==> src/rtl/cpu_decode_pkg.sv <==
// cpu_decode_pkg: moxie decode opcode constants and FSM state encoding
package cpu_decode_pkg;
  localparam logic [7:0] OPC_LDI_L = 8'h01;
  localparam logic [7:0] OPC_NOP   = 8'h0f;
  localparam logic [3:0] FORM2_DEC = 4'b1001;
  typedef enum logic [1:0] {S_OP, S_IMM0, S_IMM1} state_e;
endpackage

==> src/rtl/cpu_decode_classify.sv <==
// cpu_decode_classify: combinational opcode classification (is_illegal_o only with CPU_DECODE_ILLEGAL_EN)
module cpu_decode_classify
  import cpu_decode_pkg::*;
(
  input  logic [15:0] insn_i,
  output logic        is_ldi_o,
  output logic        is_dec_o,
  output logic        is_nop_o,
`ifdef CPU_DECODE_ILLEGAL_EN
  output logic        is_illegal_o,
`endif
  output logic [3:0]  ra_o,
  output logic [7:0]  imm8_o
);
  // decode the opcode fields; dec carries its register in a different nibble than ldi.l
  always_comb begin
    is_ldi_o = insn_i[15:8] == OPC_LDI_L;
    is_nop_o = insn_i[15:8] == OPC_NOP;
    is_dec_o = insn_i[15:12] == FORM2_DEC;
`ifdef CPU_DECODE_ILLEGAL_EN
    is_illegal_o = ~(is_ldi_o | is_nop_o | is_dec_o);
`endif
    ra_o = is_dec_o ? insn_i[11:8] : insn_i[7:4];
    imm8_o = insn_i[7:0];
  end
endmodule

==> src/rtl/cpu_decode.sv <==
// cpu_decode: moxie decode stage, ldi.l/dec/nop strobes (op_illegal_o with CPU_DECODE_ILLEGAL_EN)
module cpu_decode
  import cpu_decode_pkg::*;
#(
  parameter int IMM_BIG_ENDIAN = 1
) (
  input  logic        clk_i,
  input  logic        rst_i,
  input  logic [15:0] insn_i,
  input  logic        insn_valid_i,
  output logic        insn_ready_o,
  input  logic        flush_i,
  output logic        op_ldi_o,
  output logic        op_dec_o,
  output logic        op_nop_o,
  output logic [3:0]  register_write_index_o,
  output logic [3:0]  register_read_index_o,
  output logic [31:0] operand_o
`ifdef CPU_DECODE_ILLEGAL_EN
  ,
  output logic        op_illegal_o
`endif
);
  state_e      state_q, state_d;
  logic        ready_q, ldi_q, ldi_d, dec_q, dec_d, nop_q, nop_d;
  logic [3:0]  wr_q, wr_d, rd_q, rd_d, ra_q, ra_d;
  logic [15:0] imm0_q, imm0_d;
  logic [31:0] operand_q, operand_d;
  logic        is_ldi, is_dec, is_nop, acc;
  logic [3:0]  ra;
  logic [7:0]  imm8;
`ifdef CPU_DECODE_ILLEGAL_EN
  logic        is_illegal, illegal_q, illegal_d;
`endif
  cpu_decode_classify u_classify (
    .insn_i       (insn_i),
    .is_ldi_o     (is_ldi),
    .is_dec_o     (is_dec),
    .is_nop_o     (is_nop),
`ifdef CPU_DECODE_ILLEGAL_EN
    .is_illegal_o (is_illegal),
`endif
    .ra_o         (ra),
    .imm8_o       (imm8)
  );
  assign acc = insn_valid_i & ready_q & ~flush_i;
  // next-state and next-output: flush drops the halfword, immediates are never decoded as opcodes
  always_comb begin
    state_d = state_q;
    ldi_d = 1'b0;
    dec_d = 1'b0;
    nop_d = 1'b1;
    wr_d = wr_q;
    rd_d = rd_q;
    ra_d = ra_q;
    imm0_d = imm0_q;
    operand_d = operand_q;
`ifdef CPU_DECODE_ILLEGAL_EN
    illegal_d = 1'b0;
`endif
    if (flush_i) state_d = S_OP;
    else if (acc) begin
      case (state_q)
        S_OP: begin
          state_d = is_ldi ? S_IMM0 : S_OP;
          ra_d = is_ldi ? ra : ra_q;
          dec_d = is_dec;
          nop_d = ~is_dec;
          wr_d = is_dec ? ra : wr_q;
          rd_d = is_dec ? ra : rd_q;
          operand_d = is_dec ? {24'b0, imm8} : operand_q;
`ifdef CPU_DECODE_ILLEGAL_EN
          illegal_d = is_illegal;
`endif
        end
        S_IMM0: begin
          imm0_d = insn_i;
          state_d = S_IMM1;
        end
        S_IMM1: begin
          ldi_d = 1'b1;
          nop_d = 1'b0;
          wr_d = ra_q;
          operand_d = IMM_BIG_ENDIAN != 0 ? {imm0_q, insn_i} : {insn_i, imm0_q};
          state_d = S_OP;
        end
        default: state_d = S_OP;
      endcase
    end
  end
  // state and registered outputs, synchronous active-low reset
  always_ff @(posedge clk_i) begin
    if (!rst_i) begin
      state_q <= S_OP;
      ready_q <= 1'b0;
      ldi_q <= 1'b0;
      dec_q <= 1'b0;
      nop_q <= 1'b1;
      wr_q <= 4'd0;
      rd_q <= 4'd0;
      ra_q <= 4'd0;
      imm0_q <= 16'd0;
      operand_q <= 32'd0;
`ifdef CPU_DECODE_ILLEGAL_EN
      illegal_q <= 1'b0;
`endif
    end else begin
      state_q <= state_d;
      ready_q <= 1'b1;
      ldi_q <= ldi_d;
      dec_q <= dec_d;
      nop_q <= nop_d;
      wr_q <= wr_d;
      rd_q <= rd_d;
      ra_q <= ra_d;
      imm0_q <= imm0_d;
      operand_q <= operand_d;
`ifdef CPU_DECODE_ILLEGAL_EN
      illegal_q <= illegal_d;
`endif
    end
  end
  assign insn_ready_o = ready_q;
  assign op_ldi_o = ldi_q;
  assign op_dec_o = dec_q;
  assign op_nop_o = nop_q;
  assign register_write_index_o = wr_q;
  assign register_read_index_o = rd_q;
  assign operand_o = operand_q;
`ifdef CPU_DECODE_ILLEGAL_EN
  assign op_illegal_o = illegal_q;
`endif
endmodule

==> config.mk <==
export PLATFORM = sky130hd
export DESIGN_NAME = cpu_decode
export DESIGN_NICKNAME = d
export VERILOG_FILES = /design/src/rtl/cpu_decode_pkg.sv /design/src/rtl/cpu_decode_classify.sv /design/src/rtl/cpu_decode.sv
export SDC_FILE = /design/constraint.sdc
export NUM_CORES = 1
export LEC_CHECK = 0
export CORE_UTILIZATION = 45
export CTS_CLUSTER_SIZE = 25
export DETAILED_ROUTE_END_ITERATION = 7
export HOLD_SLACK_MARGIN = 0.05
export PLACE_DENSITY = 0.74
export SETUP_SLACK_MARGIN = 0.3
export SLEW_MARGIN = 40
export SYNTH_ARGS = -nofsm -noshare
export SYNTH_HDL_FRONTEND = slang
export SYNTH_SLANG_ARGS = --single-unit
==> constraint.sdc <==
create_clock -name clk_i -period 2.19 [get_ports clk_i]
set_input_delay 0.438 -clock clk_i [delete_from_list [all_inputs] [get_ports clk_i]]
set_output_delay 0.438 -clock clk_i [all_outputs]
set_load 0.02 [all_outputs]
==> summary.txt <==
Timing
  – Tcrit/Tclk final: 82.9%
  – Min Clock Period, post-route: 1820 ps
  – Max-slew violation count: 0
  – Clk_skew: 6.74 ps
  – Min setup slack post-route: 375 ps
  – Final hold vios: 0
  – Post-route setup TNS: 0 ps
  – Worst-margin pin slew: 350 ps
  – RSZ-0062 raised after global routing: true
  – Slew headroom: 76.4%
  – # setup viols final: 0
  – Max Freq: ~0.55 GHz

Synthesis
  – Most frequent cell after synthesis: dfxtp_1
  – Post-Syn Area: between 2000 and 3000 sq um
  – Synth Area per Inst: approximately 9.6 sq um
  – Seq cells post-synth: between 60 and 70
  – FFs w/ async S/R, synth: 0%
  – Synth warn: 0
  – Syn nets: about 290
  – Seq/Total Area, Yosys: 51.3%
  – Synth area leader: dfxtp_1
  – Cells after synthesis: 267
  – Netlist cell types: 32
  – Post-synth top cells: dfxtp_1 (66), nand2_1 (45), a21oi_1 (24), mux2i_1 (24), nor2_1 (24)
  – Top_reg_cell synth: dfxtp_1
  – Yosys top cell area share: about half
  – Largest cells by area after synthesis: dfxtp_1 (51%), mux2i_1 (9.3%), nand2_1 (6.6%)
  – EDFF count, synth: 0

Clock network
  – Clock buffer depth: 2
  – Clock Sinks: 66
  – CTS Root Cell: clkbuf_8
  – Number of CTS-inserted buffers: 9
  – Clk slew on worst S/H paths: 70 ps
  – CTS tree: built
  – H-tree lvl count: 3
  – Hold_buf cts: 0
  – Clock insertion delay at the later pin of the skew report: 340 ps

Setup path
  – WP data arrival: 2050 ps
  – WS Path Type: input port to register
  – CP required: 2420 ps
  – Crit path capture type: register
  – Crit path max fanout: 7
  – Crit path launch type: input port

Floorplanning
  – Full die area: ~6000 sq um
  – Die height: 77.6 microns
  – Die X: 77.6 microns
  – Core area: about 5500 sq um
  – Starting density of the core: 46.7%
  – Num rows: 27
  – I/O pins: 64

Routing
  – Post-Route WL: 6000 microns
  – Wire length per cell: 14.2 microns
  – DR vias: around 2100
  – Vias per inst: 5.03
  – DRC viols: 0
  – Initial DRC count: between 100 and 150
  – Post-route ant nets: 0
  – Drt pass-1 iters: 4

Layout
  – Final nets: 366
  – Layout fillers: 452
  – Layout cells sized above 1: 14.2%
  – Sequential cell area: 1320 sq um
  – Multi-input gate area: 1150 sq um
  – Area growth syn-to-layout: 41.3%
  – Ant. Diodes: 0

Global routing
  – Vias in the first global route: 1972
  – Initial antenna violation count: 0
  – Grt total ovfl: 0
  – First-pass GRT wire length: 9970 microns
  – Pin count of the biggest net entering global routing: 28
  – GRT Overall Usage: 21.4%

Run status
  – Status: complete, no violations

Min path
  – Min-delay worst type: register to register

Placed design
  – Placement Setup Slack: between 20 and 25 ps
  – Gp weighted congestion: about 0.78
  – Post-DP HPWL: 4260 microns
  – Port-buffer cells: 63

Pwr
  – PwrDens: between 600 and 700 nW/um^2
  – Peak VDD IR: approximately 450 uV
  – P_leak: about 1.4 nW

Flow run
  – Max-cap violations: 0
-- state kept, by name, indices dropped and copies added, names as in the netlist --
name	flops
operand_o	32
imm0_q	16
ra_q	4
register_read_index_o	4
register_write_index_o	4
state_q	2
insn_ready_o	1
op_dec_o	1
op_ldi_o	1
op_nop_o	1
-- logic make-up after synthesis --
| logic type | after synthesis | synth area share, % |
|---|---|---|
| AOI/OAI and AO/OA | 42 | 10.9 |
| buffers and inverters | 19 | 4.23 |
| DFF | 66 | 51.3 |
| muxes | 26 | 10.2 |
| and+or+nand+nor | 114 | 23.3 |
-- path summary, 6_finish.rpt --
path                            slack (ps)            end  depth (start not counted)  startpoint
worst max-delay path                   370        ra_q[3]                          7  insn_i[12]
worst min-delay path                   450  operand_o[22]                          2   imm0_q[6]
worst max register to register         640  operand_o[17]                          5  state_q[1]
worst min register to register         450  operand_o[22]                          2   imm0_q[6]
-- placed cells by master (no fill, tap or decap), types with 2 or more instances in the layout --
master           netlist  routed
nand3_1                2       2
clkbuf_8               0      12
mux2i_1               24      24
buf_12                 0       2
nand2_1               45      45
nor2b_1               22      22
dfxtp_1               66      66
clkdlybuf4s50_1        0      63
buf_4                  4      21
bufinv_16              0       2
a21oi_1               24      24
nor2_1                24      24
o211a_1                2       2
a32o_1                 4       4
a21boi_0               8       8
and3_1                 2       2
nand2b_1               7       7
o2111ai_1              2       2
mux2_2                 2       2
-- stage by stage --
stage | std cells | cell area (sq um) | power (mW) | hold WS, ps | utilization [%]
finish | 423 | 3640 | 2.53 | 453 | 66.1
global route | 423 | 3640 | 2.61 | 470 | 66.1
CTS | 421 | 3610 | 2.55 | 458 | 65.6
detailed placement | 405 | 3380 | 1.37 | 446 | 61.3
global placement | 405 | 3380 | 1.37 | 445 | 61.3
floorplan | 267 | 2570 | 1.29 | 435 | -
-- where the power goes --
part / switching [mW] / internal [mW] / leakage [nW]
sequential: 0.00327 / 1.20 / 0.532
combinational: 0.0639 / 0.0769 / 0.770
clock: 0.453 / 0.732 / 0.119
-- layout make-up --
type,instances,share of cell area [%]
Clock inverter,4,2.00
Sequential cell,66,36.3
Clock buffer,12,4.54
Timing Repair Buffer,87,23.1
Tap cell,72,2.48
Multi-Input combinational cell,182,31.6
-- layer usage --
metal	routed length, microns	vias to the layer above	GRT usage (%)
met2	2910	62	34.2
met3	241	10	4.71
met5	0	-	0
met1	2730	999	27.7
met4	112	0	9.62
li1	-	1056	-
-- worst max-delay path: stages --
cell	delay, ps
clkdlybuf4s50_1	460
buf_4	170
nor4_1	320
and4b_1	250
buf_4	160
mux2i_1	190
nor2b_1	60
-- what timing repair did --
| action | CTS | global route |
|---|---|---|
| buffers inserted | 0 | 2 |
| endpoints found under the setup margin | 0 | 11 |
| gates resized for setup | 0 | 4 |
| endpoints found under the hold margin | 0 | 0 |
Note: power is estimated with default switching activity, not from simulation.
